**config.mk**
```make
export PLATFORM = sky130hd
export DESIGN_NAME = mem_port_arbiter
export DESIGN_NICKNAME = d
export VERILOG_FILES = /design/src/rtl/mem_port_arbiter.sv
export SDC_FILE = /design/constraint.sdc
export NUM_CORES = 1
export LEC_CHECK = 0
export BUFFER_PORTS_ARGS = -buffer_cell sky130_fd_sc_hd__buf_2
export CORE_ASPECT_RATIO = 1.1
export CORE_MARGIN = 2
export CORE_UTILIZATION = 36
export DETAILED_ROUTE_END_ITERATION = 16
export MAX_ROUTING_LAYER = met4
export PLACE_DENSITY_LB_ADDON = 0.2
export SETUP_SLACK_MARGIN = 0.05
export SLEW_MARGIN = 10
export SYNTH_ARGS = -nofsm -noshare
export SYNTH_HDL_FRONTEND = slang
export SYNTH_SLANG_ARGS = --single-unit
```
**constraint.sdc**
```tcl
create_clock -name clk -period 4.3 [get_ports clk]
set_input_delay 0.215 -clock clk [delete_from_list [all_inputs] [get_ports clk]]
set_output_delay 0.215 -clock clk [all_outputs]
set_load 0.1 [all_outputs]
```
**src/rtl/mem_port_arbiter.sv**
```systemverilog
// Two-requester arbiter for a single BRAM port: round-robin from idle, burst fairness limit with
// an owner lock, and read data routed back to whichever port issued the read.
module mem_port_arbiter #(
  parameter int unsigned MEM_SELECT_BITS = 4,
  parameter int unsigned ADDR_BITS       = 8,
  parameter int unsigned DATA_BITS       = 16,
  parameter int unsigned MAX_BURST       = 16
) (
  input  logic                       clk,
  input  logic                       resetn,
  input  logic                       a_req,
  input  logic                       a_lock,
  input  logic                       a_wr,
  input  logic [MEM_SELECT_BITS-1:0] a_sel,
  input  logic [ADDR_BITS-1:0]       a_addr,
  input  logic [DATA_BITS-1:0]       a_wdata,
  output logic                       a_gnt,
  output logic                       a_rvalid,
  output logic [DATA_BITS-1:0]       a_rdata,
  input  logic                       b_req,
  input  logic                       b_lock,
  input  logic                       b_wr,
  input  logic [MEM_SELECT_BITS-1:0] b_sel,
  input  logic [ADDR_BITS-1:0]       b_addr,
  input  logic [DATA_BITS-1:0]       b_wdata,
  output logic                       b_gnt,
  output logic                       b_rvalid,
  output logic [DATA_BITS-1:0]       b_rdata,
  output logic [MEM_SELECT_BITS-1:0] mem_select,
  output logic [ADDR_BITS-1:0]       mem_addr,
  output logic [DATA_BITS-1:0]       write_data,
  output logic                       rd_en,
  output logic                       wr_en,
  input  logic [DATA_BITS-1:0]       mem_out,
  output logic [1:0]                 owner
);

  localparam int unsigned CntBits = $clog2(MAX_BURST + 1);
  localparam logic [CntBits-1:0] CntMax = CntBits'(MAX_BURST);

  // Encoding doubles as the owner debug output.
  localparam logic [1:0] StIdle = 2'b00;
  localparam logic [1:0] StOwnA = 2'b01;
  localparam logic [1:0] StOwnB = 2'b10;

  logic [1:0]         state_q, state_d;
  logic [CntBits-1:0] cnt_q, cnt_d, cnt_inc;
  logic               ptr_q, ptr_d;  // 0: A wins the next contention from idle
  logic               a_rvalid_q, b_rvalid_q;
  logic               a_access, b_access, burst_done;

  assign a_gnt    = (state_q == StOwnA);
  assign b_gnt    = (state_q == StOwnB);
  assign a_access = a_gnt & a_req;
  assign b_access = b_gnt & b_req;
  assign owner    = state_q;

  assign cnt_inc    = (cnt_q == CntMax) ? cnt_q : cnt_q + CntBits'(1);
  // Includes the access being made this cycle, so the handover follows the last allowed access.
  assign burst_done = (cnt_inc == CntMax);

  always_comb begin
    mem_select = '0;
    mem_addr   = '0;
    write_data = '0;
    rd_en      = 1'b0;
    wr_en      = 1'b0;
    if (a_access) begin
      mem_select = a_sel;
      mem_addr   = a_addr;
      write_data = a_wdata;
      wr_en      = a_wr;
      rd_en      = ~a_wr;
    end else if (b_access) begin
      mem_select = b_sel;
      mem_addr   = b_addr;
      write_data = b_wdata;
      wr_en      = b_wr;
      rd_en      = ~b_wr;
    end
  end

  always_comb begin
    state_d = state_q;
    cnt_d   = cnt_q;
    ptr_d   = ptr_q;
    unique case (state_q)
      StIdle: begin
        if (a_req && (!b_req || !ptr_q)) begin
          state_d = StOwnA;
        end else if (b_req) begin
          state_d = StOwnB;
        end
      end
      StOwnA: begin
        if (!a_req) begin
          state_d = b_req ? StOwnB : StIdle;
        end else begin
          cnt_d = cnt_inc;
          if (burst_done && b_req && !a_lock) begin
            state_d = StOwnB;
          end
        end
      end
      StOwnB: begin
        if (!b_req) begin
          state_d = a_req ? StOwnA : StIdle;
        end else begin
          cnt_d = cnt_inc;
          if (burst_done && a_req && !b_lock) begin
            state_d = StOwnA;
          end
        end
      end
      default: state_d = StIdle;
    endcase
    if (state_d != state_q) begin
      cnt_d = '0;
      if (state_d == StOwnA) begin
        ptr_d = 1'b1;
      end else if (state_d == StOwnB) begin
        ptr_d = 1'b0;
      end
    end
  end

  always_ff @(posedge clk or negedge resetn) begin
    if (!resetn) begin
      state_q    <= StIdle;
      cnt_q      <= '0;
      ptr_q      <= 1'b0;
      a_rvalid_q <= 1'b0;
      b_rvalid_q <= 1'b0;
    end else begin
      state_q    <= state_d;
      cnt_q      <= cnt_d;
      ptr_q      <= ptr_d;
      a_rvalid_q <= a_access & ~a_wr;
      b_rvalid_q <= b_access & ~b_wr;
    end
  end

  assign a_rvalid = a_rvalid_q;
  assign b_rvalid = b_rvalid_q;
  assign a_rdata  = a_rvalid_q ? mem_out : '0;
  assign b_rdata  = b_rvalid_q ? mem_out : '0;

endmodule

```
# == Word-level counts from Yosys, hierarchy flattened ==
# Cells that the tools add are included.
# word_totals
ff_bits,10
inputBits,80
out_inout_bits,68
elab_cells,64
# classes
n_addsub,1
n_eq_ne,9
n_mux,28
n_bitwise,6
reduce_logical,15
# op_table
cell,n
16-bit two-way mux,4
5-bit two-way mux,4
8-bit two-way mux,2
2-bit two-way mux,7
5-bit == test (second input constant),2
5-bit one-hot mux with 2 select lines,1
4-bit two-way mux,2
1-bit two-way mux,7
3-bit by 2-bit != test with 1-bit output (second input constant),2
2-bit one-hot mux with 3 select lines,1
5-bit by 1-bit adder with 5-bit output (second input constant),1
1-bit logical AND,5
1-bit bitwise AND,4
2-bit by 1-bit == test with 1-bit output (second input constant),2
2-bit == test (second input constant),2
1-bit zero test,4
3-bit AND reduction,1
3-bit nonzero test,1
2-bit zero test,1
2-bit != test,1
1-bit NOT,2
2-bit AND reduction,1
2-bit nonzero test,1
1-bit logical OR,1

# == Longest topological paths before layout ==
# Gate-level depths: netlist (run 1).
# logic_depth
ltp_word,11
mapped_depth,12
depth_no_buf,12

# == Worst setup path before layout (run 1) ==
# No wires, ideal clock.
# synth_path
path_kind,reg2reg
from,reg state_q[0] (netlist: owner[0])
to,reg ptr_q
setup_time_ps,125
arrival_time_ps,3950
t_required_ps,4175
path_slack_ps,225
stages_incl_launch_ff,11
n_path_buf,2
period_less_slack_ps,4075
path_cell_list,dfrtp_1 > ha_1 > and2_1 > clkbuf_1 > clkbuf_1 > a31oi_1 > o22a_1 > ha_1 > nor2_1 > a211oi_1 > mux2_4
# synth_via
elab_cells_between_ends,16
classes_between,5 x eq/ne; 8 x mux; 3 x reduce/logical
# synth_rtl
item,line,text
start: declaration,46,"logic [1:0] state_q, state_d;"
start signal: assignment,129,state_q <= StIdle;
start signal: assignment,135,state_q <= state_d;
2-bit by 1-bit == test with 1-bit output (*),--,
named net a_gnt,17,"output logic a_gnt,"
2-bit one-hot mux with 3 select lines (*),87,unique case (state_q)
2-bit by 1-bit == test with 1-bit output or 2-bit == test (tied branches),"119, 121",
2-bit nonzero test (no line),--,
2-bit AND reduction (no line),--,
end signal: assignment,137,ptr_q <= ptr_d;
end: declaration,48,"logic ptr_q, ptr_d;"
# The timed path passes the listed nets; every way through them passes the cells marked *.
# A chain may end at the register's enable or synchronous reset.

# == Worst setup path after layout (run 1) ==
# layout_path
from,reg state_q[1] (netlist: owner[1])
to,out wr_en
# layout_via
elab_chain_cells,4
elab_cells_between_ends,6
classes_between,2 x eq/ne; 2 x mux; 2 x bitwise
# layout_lines
item,line,text
2-bit == test,53,assign b_gnt = (state_q == StOwnB);
1-bit bitwise AND,55,assign b_access = b_gnt & b_req;
1-bit two-way mux,74,end else if (b_access) begin
1-bit two-way mux (*),68,if (a_access) begin
end: declaration,33,"output logic wr_en,"
# Every way passes the cells marked *; elsewhere a longest branch is shown, timed or not.

==> impl_results.md, run 1 <==
- Status: completed
- RSZ-0062 raised after global routing: false
- Initial DRC Count: 51
- TNS Setup: 0 ns
- Tcrit/Tclk final: 0.816
- Critical-path top delay cell: nor2_2
- Max Freq: 0.285 GHz
- Compound-cell area share of the yosys netlist: 0.360
- FF-to-FF path depth: 11
- Number of synthesized flops with an enable pin: 0
- Ys async rst share: 1.00
- Syn. warnings: 0
- Cell taking the most area after synthesis: a22o_1
- Total Routed Length: 5330 µm
- Die area: 4450 µm²
- FP Rows: 23
- Die width: 63.8 µm
- Slew Limit Fails: 0
- TritonCTS Buffers: 3
- Routability cong.: 0.939
- Buf+Inv Stages, Crit Path: 3
- Layout cells sized above 1: 0.491
- Initial antenna violation count: 0
- Slack of the critical path: 0.789 ns
- Synth Area in Simple Gates: 0.294
- Final Hold Fails: 0
- Hold Path Depth: 2
- Final Skew: 0.00327 ns
- Crit-path cells: inv_1 -> ha_1 -> and2_1 -> buf_4 -> nor2_2 -> a22o_1 -> buf_2
- I/O pins: 148
- P_leak: 1.31 nW
- Die H: 69.8 µm
- Post-Synth Adder-Cell Area: 0.0619
- Area of the core: 3710 µm²
- Setup violations, final: 0
- H-tree depth: 1
- Element type at the critical path end: primary output
- Area of the multi-input gates: 1080 µm²
- Synth Register Bits: 10
- Port Buffers: 147
- Leading cell type in the layout, fill and taps excluded: buf_2
- Hold Path Class: in -> reg
- Commonest cells after routing, fill and taps aside: 147 x buf_2, 33 x and2_1, 29 x a22o_1, 12 x nand2_1, 11 x nor2_1
- Max Cap Viol: 0
- Clk root buf: clkbuf_8
- Worst setup SP type: register
- Sink Count: 10
- Main area contributors after synthesis: a22o_1 18%, dfrtp_1 18%, and2_1 15%
- Netlist Area Pre-Place: 1420 µm²
- Max-Slew Margin vs Limit: 0.299
- Worst endpoint data arrival time: 3.30 ns
- Initial core utilization: 0.381
- Vias in the first global route: 1,857
- Syn_nets: 269
- WP data required: 4.09 ns
- Cell count along the critical path: 7
- XOR/XNOR share of the synthesized area: 0.0309
- Vias per cell: 5.05
- Wire per inst: 14.3 µm
- Pre-CTS WS: 1.06 ns
- Avg Cell Area, Syn: 7.78 µm²
- Critical Path Max Stage Delay: 0.83 ns
- Synth cell types: 41
- Gr ovfl total: 0
- FF/Latch Area: 250 µm²
- GRT Total Usage: 0.241
- CP delay by family, top: simple AND/OR/NAND/NOR gates
- Nets: 410
- Tmin final: 3.51 ns
- Combinational family with the most area after synthesis: compound AO/OA/AOI/OAI gates
- CTS resizes: 0
- Clock transition at the registers of the reported paths: 0.05 ns
- First-pass GRT wire length: 8650 µm
- Final HPWL DP: 4490 µm
- PwrDens: 717 nW/µm²
- Most used DFF post-synth: dfrtp_1
- Tightest Pin Transition: 1.05 ns
- Filler cells: 357
- Via Count: 1,879
- Clock Tree Buf Depth: 2
- Final ANT Viol Nets: 0
- Worst Path Max Fanout: 29
- Cells after Synth: 182
- Post-synth top area share: 0.179
- Drt drc: 0
- CTS tree: built
- Worst-skew pair later-pin latency: 0.24 ns
- TritonRoute pass-1 iters: 4
- Mux contribution to synthesized area: 0.0177
- Crit Path Class: reg -> out
- Pin count of the biggest net entering global routing: 30
- Antenna Cells: 0
- Area growth syn-to-layout: 58.2%
- Peak supply drop: 0.449 mV
- Register area share after synthesis: 0.177
## where the power goes
part	switching, mW	leakage (nW)	internal [mW]
combinational	1.04	1.15	0.286
clock	0.0402	0.0288	0.0807
sequential	0.0425	0.135	0.116
## path summary, 6_finish.rpt
| check | from | end | slack, ns |
|---|---|---|---|
| worst max-delay path | owner[1] | wr_en | 0.79 |
| worst min-delay path | a_wr | a_rvalid | 0.15 |
| worst max register to register | cnt_q[0] | ptr_q | 1.05 |
| worst min register to register | cnt_q[1] | cnt_q[1] | 0.62 |
| max in group asynchronous | resetn | a_rvalid | 3.72 |
| min in group asynchronous | resetn | owner[1] | 0.37 |
## sequential cells by signal, indices dropped and copies added (netlist names)
signal / count
a_rvalid: 1
b_rvalid: 1
cnt_q: 5
owner: 2
ptr_q: 1
## Yosys cell counts (2+ instances only)
library cell / n
a21o_1: 4
a21oi_1: 6
a22o_1: 29
a311o_1: 2
a31oi_1: 2
and2_1: 33
clkbuf_1: 11
dfrtp_1: 10
ha_1: 7
inv_1: 9
nand2_1: 12
nand2b_1: 5
nand3_1: 2
nand4_1: 4
nor2_1: 12
o21ai_0: 5
o22ai_1: 2
xnor2_1: 3
xor2_1: 2
## metal layers
| metal | GRT usage | up-vias | part of all wire |
|---|---|---|---|
| li1 | - | 946 | - |
| met3 | 0.0179 | 11 | 0.051 |
| met2 | 0.438 | 86 | 0.52 |
| met1 | 0.284 | 836 | 0.41 |
| met4 | 0.0604 | 0 | 0.019 |
| met5 | - | - | 0 |
## repair_timing
| item | CTS | global route |
|---|---|---|
| endpoints found under the hold margin | 10 | 0 |
| setup buffers | 0 | 0 |
| hold buffers | 1 | 0 |
## layout make-up
| class | instances | area share |
|---|---|---|
| tap | 50 | 0.0279 |
| clock buffer | 4 | 0.0246 |
| sequential | 10 | 0.112 |
| multi-input combinational | 150 | 0.484 |
| inverter | 9 | 0.0151 |
| timing repair buffer | 149 | 0.337 |
## worst reg2reg max path: stages (launching register included)
cell      delay (ns)
dfrtp_1         0.40
inv_1           0.10
ha_1            0.23
nand2b_1        0.10
or4b_4          0.49
a311oi_4        0.40
a31oi_1         0.18
o22a_1          0.23
ha_1            0.33
nor2_1          0.06
a211oi_1        0.30
mux2_4          0.33
## stage by stage
stage	hold WS, ns	total power, mW	util	std cells	area (µm²)
6_report	0.153	1.60	0.603	372	2240
5_1_grt	0.167	1.68	0.603	372	2240
3_5_place_dp	0.0960	1.48	0.585	367	2170
2_1_floorplan	-0.0806	1.26	-	182	1420
3_3_place_gp	0.0883	1.47	0.585	367	2170
4_1_cts	0.153	1.60	0.603	372	2240
## kinds of logic (layout without fill, tap and decap cells)
family                   Yosys count  count (layout)
flip-flops                        10              10
XOR/XNOR                           5               5
AND/OR/NAND/NOR                   74              74
multiplexers                       2               2
buffers and inverters             22             162
adder cells (fa/ha/maj)            7               7
AO/OA/AOI/OAI                     62              62
Power figures use the tool's default switching activity.
==> run 2: changes to the inputs <==
--- a/config.mk
+++ b/config.mk
@@ -8,7 +8,7 @@
 export BUFFER_PORTS_ARGS = -buffer_cell sky130_fd_sc_hd__buf_2
 export CORE_ASPECT_RATIO = 1.1
 export CORE_MARGIN = 2
-export CORE_UTILIZATION = 36
+export CORE_UTILIZATION = 32
 export DETAILED_ROUTE_END_ITERATION = 16
 export MAX_ROUTING_LAYER = met4
 export PLACE_DENSITY_LB_ADDON = 0.2
==> constraint.sdc (replaced) <==
create_clock -name clk -period 3.1 [get_ports clk]
set_input_delay 0.155 -clock clk [delete_from_list [all_inputs] [get_ports clk]]
set_output_delay 0.155 -clock clk [all_outputs]
set_load 0.1 [all_outputs]
==> impl_results.md, run 2 (synthesized netlist as in run 1, its figures left out) <==
- Status: completed
- Nets: 413
- Combinational power share: 0.847
- Final HPWL DP: 4760 µm
- Worst Path Max Fanout: 4
- Gr ovfl total: 0
- I/O pins: 148
- Pwr Total: 2.65 mW
- Total Routed Length: 5720 µm
- Share of power burned in registers: 0.089
- Clock Tree Buf Depth: 2
- Final Hold Fails: 0
- Peak supply drop: 0.576 mV
- Max-Slew Margin vs Limit: 0.501
- Hold Path Class: in -> reg
- Setup violations, final: 0
- Clock power share: 0.064
- RSZ-0062 raised after global routing: true
- Switch share: 0.623
- Worst endpoint data arrival time: 3.13 ns
- Pin count of the biggest net entering global routing: 32
- Wire per inst: 15.1 µm
- GRT Total Usage: 0.225
- Layout cells sized above 1: 0.569
- Internal power: 1.00 mW
- Crit Path Class: reg -> reg
- Tmin final: 3.00 ns
- Initial DRC Count: 73
- Worst-skew pair later-pin latency: 0.25 ns
- Antenna Cells: 0
- Tightest Pin Transition: 0.748 ns
- Via Count: 1,976
- TNS Setup: 0 ns
- Initial antenna violation count: 0
- First-pass GRT wire length: 8130 µm
- Commonest cells after routing, fill and taps aside: 118 x buf_2, 33 x and2_1, 29 x buf_12, 19 x a22o_1
- WP data required: 3.23 ns
- Vias per cell: 5.21
- Filler cells: 342
- Die width: 67.4 µm
- Final Skew: 0.00574 ns
- Final ANT Viol Nets: 0
- PwrDens: 949 nW/µm²
- Met2 WL: 2910 µm
- CTS tree: built
- Net Sw Power: 1.65 mW
- Metal-1 WL: 2170 µm
- Slew Limit Fails: 0
- Max reg flops: 5
- Port Buffers: 147
- Element type at the critical path end: register
- Die H: 73.7 µm
- Max Freq: 0.333 GHz
- Tcrit/Tclk final: 0.967
- Biggest register: cnt_q
- Met3 wire length: 516 µm
- H-tree depth: 1
- Drt drc: 0
- Sink Count: 10
- TritonRoute pass-1 iters: 4
- Die area: 4970 µm²
- Worst setup SP type: register
- Clock transition at the registers of the reported paths: 0.05 ns
- Vias in the first global route: 1,793
- Leading cell type in the layout, fill and taps excluded: buf_2
- Area growth syn-to-layout: 97.3%
- Routability cong.: 0.968
- Max Cap Viol: 0
- FP Rows: 25
- Initial core utilization: 0.330
- Area of the core: 4290 µm²
- Clk root buf: clkbuf_8
- Uppermost layer routed: met4
- P_leak: 1.42 nW
- TritonCTS Buffers: 3
## run 2: changes by cell type in the layout (fill, tap and decap cells not counted), moves of 2 or more
cell	before	now
ha_4	0	3
buf_12	0	29
inv_1	9	6
a22o_2	0	10
dfrtp_4	0	2
dfrtp_1	10	8
a22o_1	29	19
buf_4	1	4
buf_2	147	118
ha_1	7	3
inv_2	0	3
## run 2: stage by stage
| step | instance area (µm²) | setup WS, ns | hold WS [ns] | utilization | std cells |
|---|---|---|---|---|---|
| after detailed placement | 2670 | -0.0208 | 0.0360 | 0.624 | 373 |
| after global routing | 2790 | -0.0683 | 0.102 | 0.652 | 379 |
| after CTS | 2740 | 0.0625 | 0.0804 | 0.640 | 378 |
| after floorplan | 1470 | 0.0529 | -0.141 | - | 182 |
| after global placement | 2670 | 0.0700 | 0.0291 | 0.624 | 373 |
| final | 2790 | 0.101 | 0.0875 | 0.652 | 379 |
## run 2: cell type report
type | count | area [µm²] | share of cell area
sequential | 10 | 258 | 0.0923
inverter | 9 | 33.8 | 0.0121
timing repair buffer | 152 | 1210 | 0.434
clock buffer | 4 | 55.1 | 0.0197
multi-input combinational | 150 | 1170 | 0.418
tap | 54 | 67.6 | 0.0242
## run 2: path summary, 6_finish.rpt
path | from | endpoint | slack, ns | depth (start not counted)
worst max-delay path | cnt_q[0] | ptr_q | 0.10 | 13
worst min-delay path | a_wr | a_rvalid | 0.09 | 2
worst max register to register | cnt_q[0] | ptr_q | 0.10 | 13
worst min register to register | cnt_q[1] | cnt_q[1] | 0.61 | 2
max in group asynchronous | resetn | owner[0] | 2.54 | 2
min in group asynchronous | resetn | cnt_q[3] | 0.33 | 2
## run 2: critical path, stage by stage (launching register included)
cell      delay (ns)
dfrtp_1         0.38
inv_2           0.08
ha_4            0.17
nand2b_4        0.06
or4b_4          0.48
a311oi_4        0.32
buf_4           0.19
nand3_2         0.06
nand2_2         0.08
o22ai_2         0.09
ha_1            0.34
nor3_2          0.06
a211oi_2        0.24
mux2_4          0.32
## run 2: metal layers
metal / track usage / vias up
li1: - / 958
met1: 0.241 / 861
met2: 0.419 / 148
met3: 0.0153 / 9
met4: 0.0975 / 0
met5: - / -
## run 2: power by group through the flow
stage	clock [mW]	combinational (mW)	sequential [mW]
final	0.170	2.24	0.237
after global routing	0.176	2.34	0.242
after CTS	0.174	2.19	0.232
after detailed placement	0	2.18	0.235
after global placement	0	2.17	0.232
after floorplan	0	1.49	0.310
## run 2: what timing repair did
item / 4_1_cts / 5_1_grt
gates resized for setup: 1 / 10
pin swaps: 3 / 8
hold buffers: 1 / 0
setup buffers: 0 / 1
endpoints found under the setup margin: 1 / 30
endpoints found under the hold margin: 10 / 0
==> run 3: changes to the inputs <==
--- a/config.mk
+++ b/config.mk
@@ -6,8 +6,8 @@
 export NUM_CORES = 1
 export LEC_CHECK = 0
 export BUFFER_PORTS_ARGS = -buffer_cell sky130_fd_sc_hd__buf_2
-export CORE_ASPECT_RATIO = 1.1
-export CORE_MARGIN = 2
+export CORE_ASPECT_RATIO = 0.8
+export CORE_MARGIN = 5
 export CORE_UTILIZATION = 32
 export DETAILED_ROUTE_END_ITERATION = 16
 export MAX_ROUTING_LAYER = met4
==> impl_results.md, run 3 (synthesized netlist as in run 1, its figures left out) <==
- GRT Total Usage: 0.216
- Hold Path Class: in -> reg
- Final Skew: 0.00164 ns
- First-pass GRT wire length: 9890 µm
- Die H: 69.5 µm
- FP Rows: 21
- Sink Count: 10
- Crit Path Class: reg -> reg
- Drt drc: 0
- Max reg flops: 5
- TritonCTS Buffers: 3
- Post-Place Cells: 377
- Antenna Cells: 0
- I/O pins: 148
- Tightest Pin Transition: 0.674 ns
- Commonest cells after routing, fill and taps aside: 118 x buf_2, 33 x and2_1, 29 x buf_12, 19 x a22o_1, 12 x nand2_1
- Peak supply drop: 0.861 mV
- Worst-skew pair later-pin latency: 0.24 ns
- Layout cells sized above 1: 0.560
- Clock transition at the registers of the reported paths: 0.05 ns
- Biggest register: cnt_q
- Worst Path Max Fanout: 4
- Initial core utilization: 0.335
- Tcrit/Tclk final: 1.00
- H-tree depth: 1
- Max Freq: 0.321 GHz
- Initial antenna violation count: 0
- Port Buffers: 147
- Clock Tree Buf Depth: 2
- Die area: 5860 µm²
- CTS tree: built
- Final HPWL DP: 5510 µm
- Pin count of the biggest net entering global routing: 30
- Status: finished with violations
- RSZ-0062 raised after global routing: true
- Area of the core: 4230 µm²
- Final Non-Filler Cells: 384
- PwrDens: 956 nW/µm²
- Vias per cell: 5.17
- Leading cell type in the layout, fill and taps excluded: buf_2
- Area growth syn-to-layout: 98.4%
- Worst setup SP type: register
- Clk root buf: clkbuf_8
- FF-to-FF path depth: 12
- Slew Limit Fails: 0
- Final ANT Viol Nets: 0
- Gr ovfl total: 0
- Nets: 415
- Routability cong.: 0.939
- Vias in the first global route: 1,873
- Slack of the critical path: -0.0148 ns
- Via Count: 1,986
- Die width: 84.4 µm
- Hold_ws: 0.0896 ns
- Setup violations, final: 1
- Max-Slew Margin vs Limit: 0.550
- Initial DRC Count: 91
- Element type at the critical path end: register
- Final Hold Fails: 0
- Hold Path Depth: 2
- Max Cap Viol: 0
- TritonRoute pass-1 iters: 5
- P_leak: 1.43 nW
- Worst endpoint data arrival time: 3.24 ns
- Violated checks: setup timing
- Total Routed Length: 6590 µm
- Tmin final: 3.11 ns
- Wire per inst: 17.2 µm
- WP data required: 3.23 ns
-- run 3: cell count changes in the layout (fill, tap and decap cells not counted), sizes merged --
cell,before,now
buf,151,153
-- run 3: power by group --
part | switching, mW | total, mW | leakage [nW] | internal (mW)
Clock | 0.0538 | 0.166 | 0.0288 | 0.112
Combinational | 1.56 | 2.30 | 1.27 | 0.732
Sequential | 0.0516 | 0.221 | 0.132 | 0.169
-- run 3: per-layer routing --
metal  global-route usage  wire length, µm  up-vias
met3               0.0499              599       26
met1                0.243             2450      873
met5                    -                0        -
met4               0.0598              195        0
met2                0.384             3350      124
li1                     -                -      963
-- run 3: what timing repair did --
item,in CTS,in global routing
endpoints found under the setup margin,1,30
hold buffers,1,0
resized for setup,1,5
hold endpoints to repair,10,0
setup buffers,2,0
pin swaps,1,4
-- run 3: worst max-delay path: stages (launching register included) --
cell and delay (ns):
dfrtp_1 0.37, inv_1 0.09, ha_1 0.22, nand2b_1 0.10
or4b_4 0.49, a311oi_4 0.34, nand2_1 0.12, a32oi_2 0.26
o22a_1 0.22, ha_4 0.23, nor3_2 0.20, a211oi_2 0.06
mux2_4 0.29
-- run 3: worst paths after layout --
kind / from / end / slack (ns)
hold / removal: a_wr / a_rvalid / 0.09
setup / recovery: cnt_q[0] / ptr_q / -0.01
setup reg to reg: cnt_q[0] / ptr_q / -0.01
hold reg to reg: cnt_q[1] / cnt_q[1] / 0.59
max in group asynchronous: resetn / owner[1] / 2.58
min in group asynchronous: resetn / ptr_q / 0.30
-- run 3: metrics by stage --
stage          utilization  setup TNS [ns]  power, mW  setup WS (ns)  cell area, µm²
3_3_place_gp         0.635         -0.0162       2.42        -0.0162            2690
4_1_cts              0.655               0       2.62         0.0760            2770
3_5_place_dp         0.635          -0.144       2.43         -0.144            2690
5_1_grt              0.664          -0.136       2.79         -0.136            2810
2_1_floorplan            -               0       1.80         0.0529            1470
6_report             0.664         -0.0148       2.68        -0.0148            2810
-- run 3: area by class of cell --
cell class / instances / area, µm²
Tap cell: 57 / 71.3
Timing Repair Buffer: 154 / 1230
Clock buffer: 4 / 55.1
Inverter: 9 / 33.8
Multi-Input combinational cell: 150 / 1160
Fill cell: 370 / 1420
Sequential cell: 10 / 258
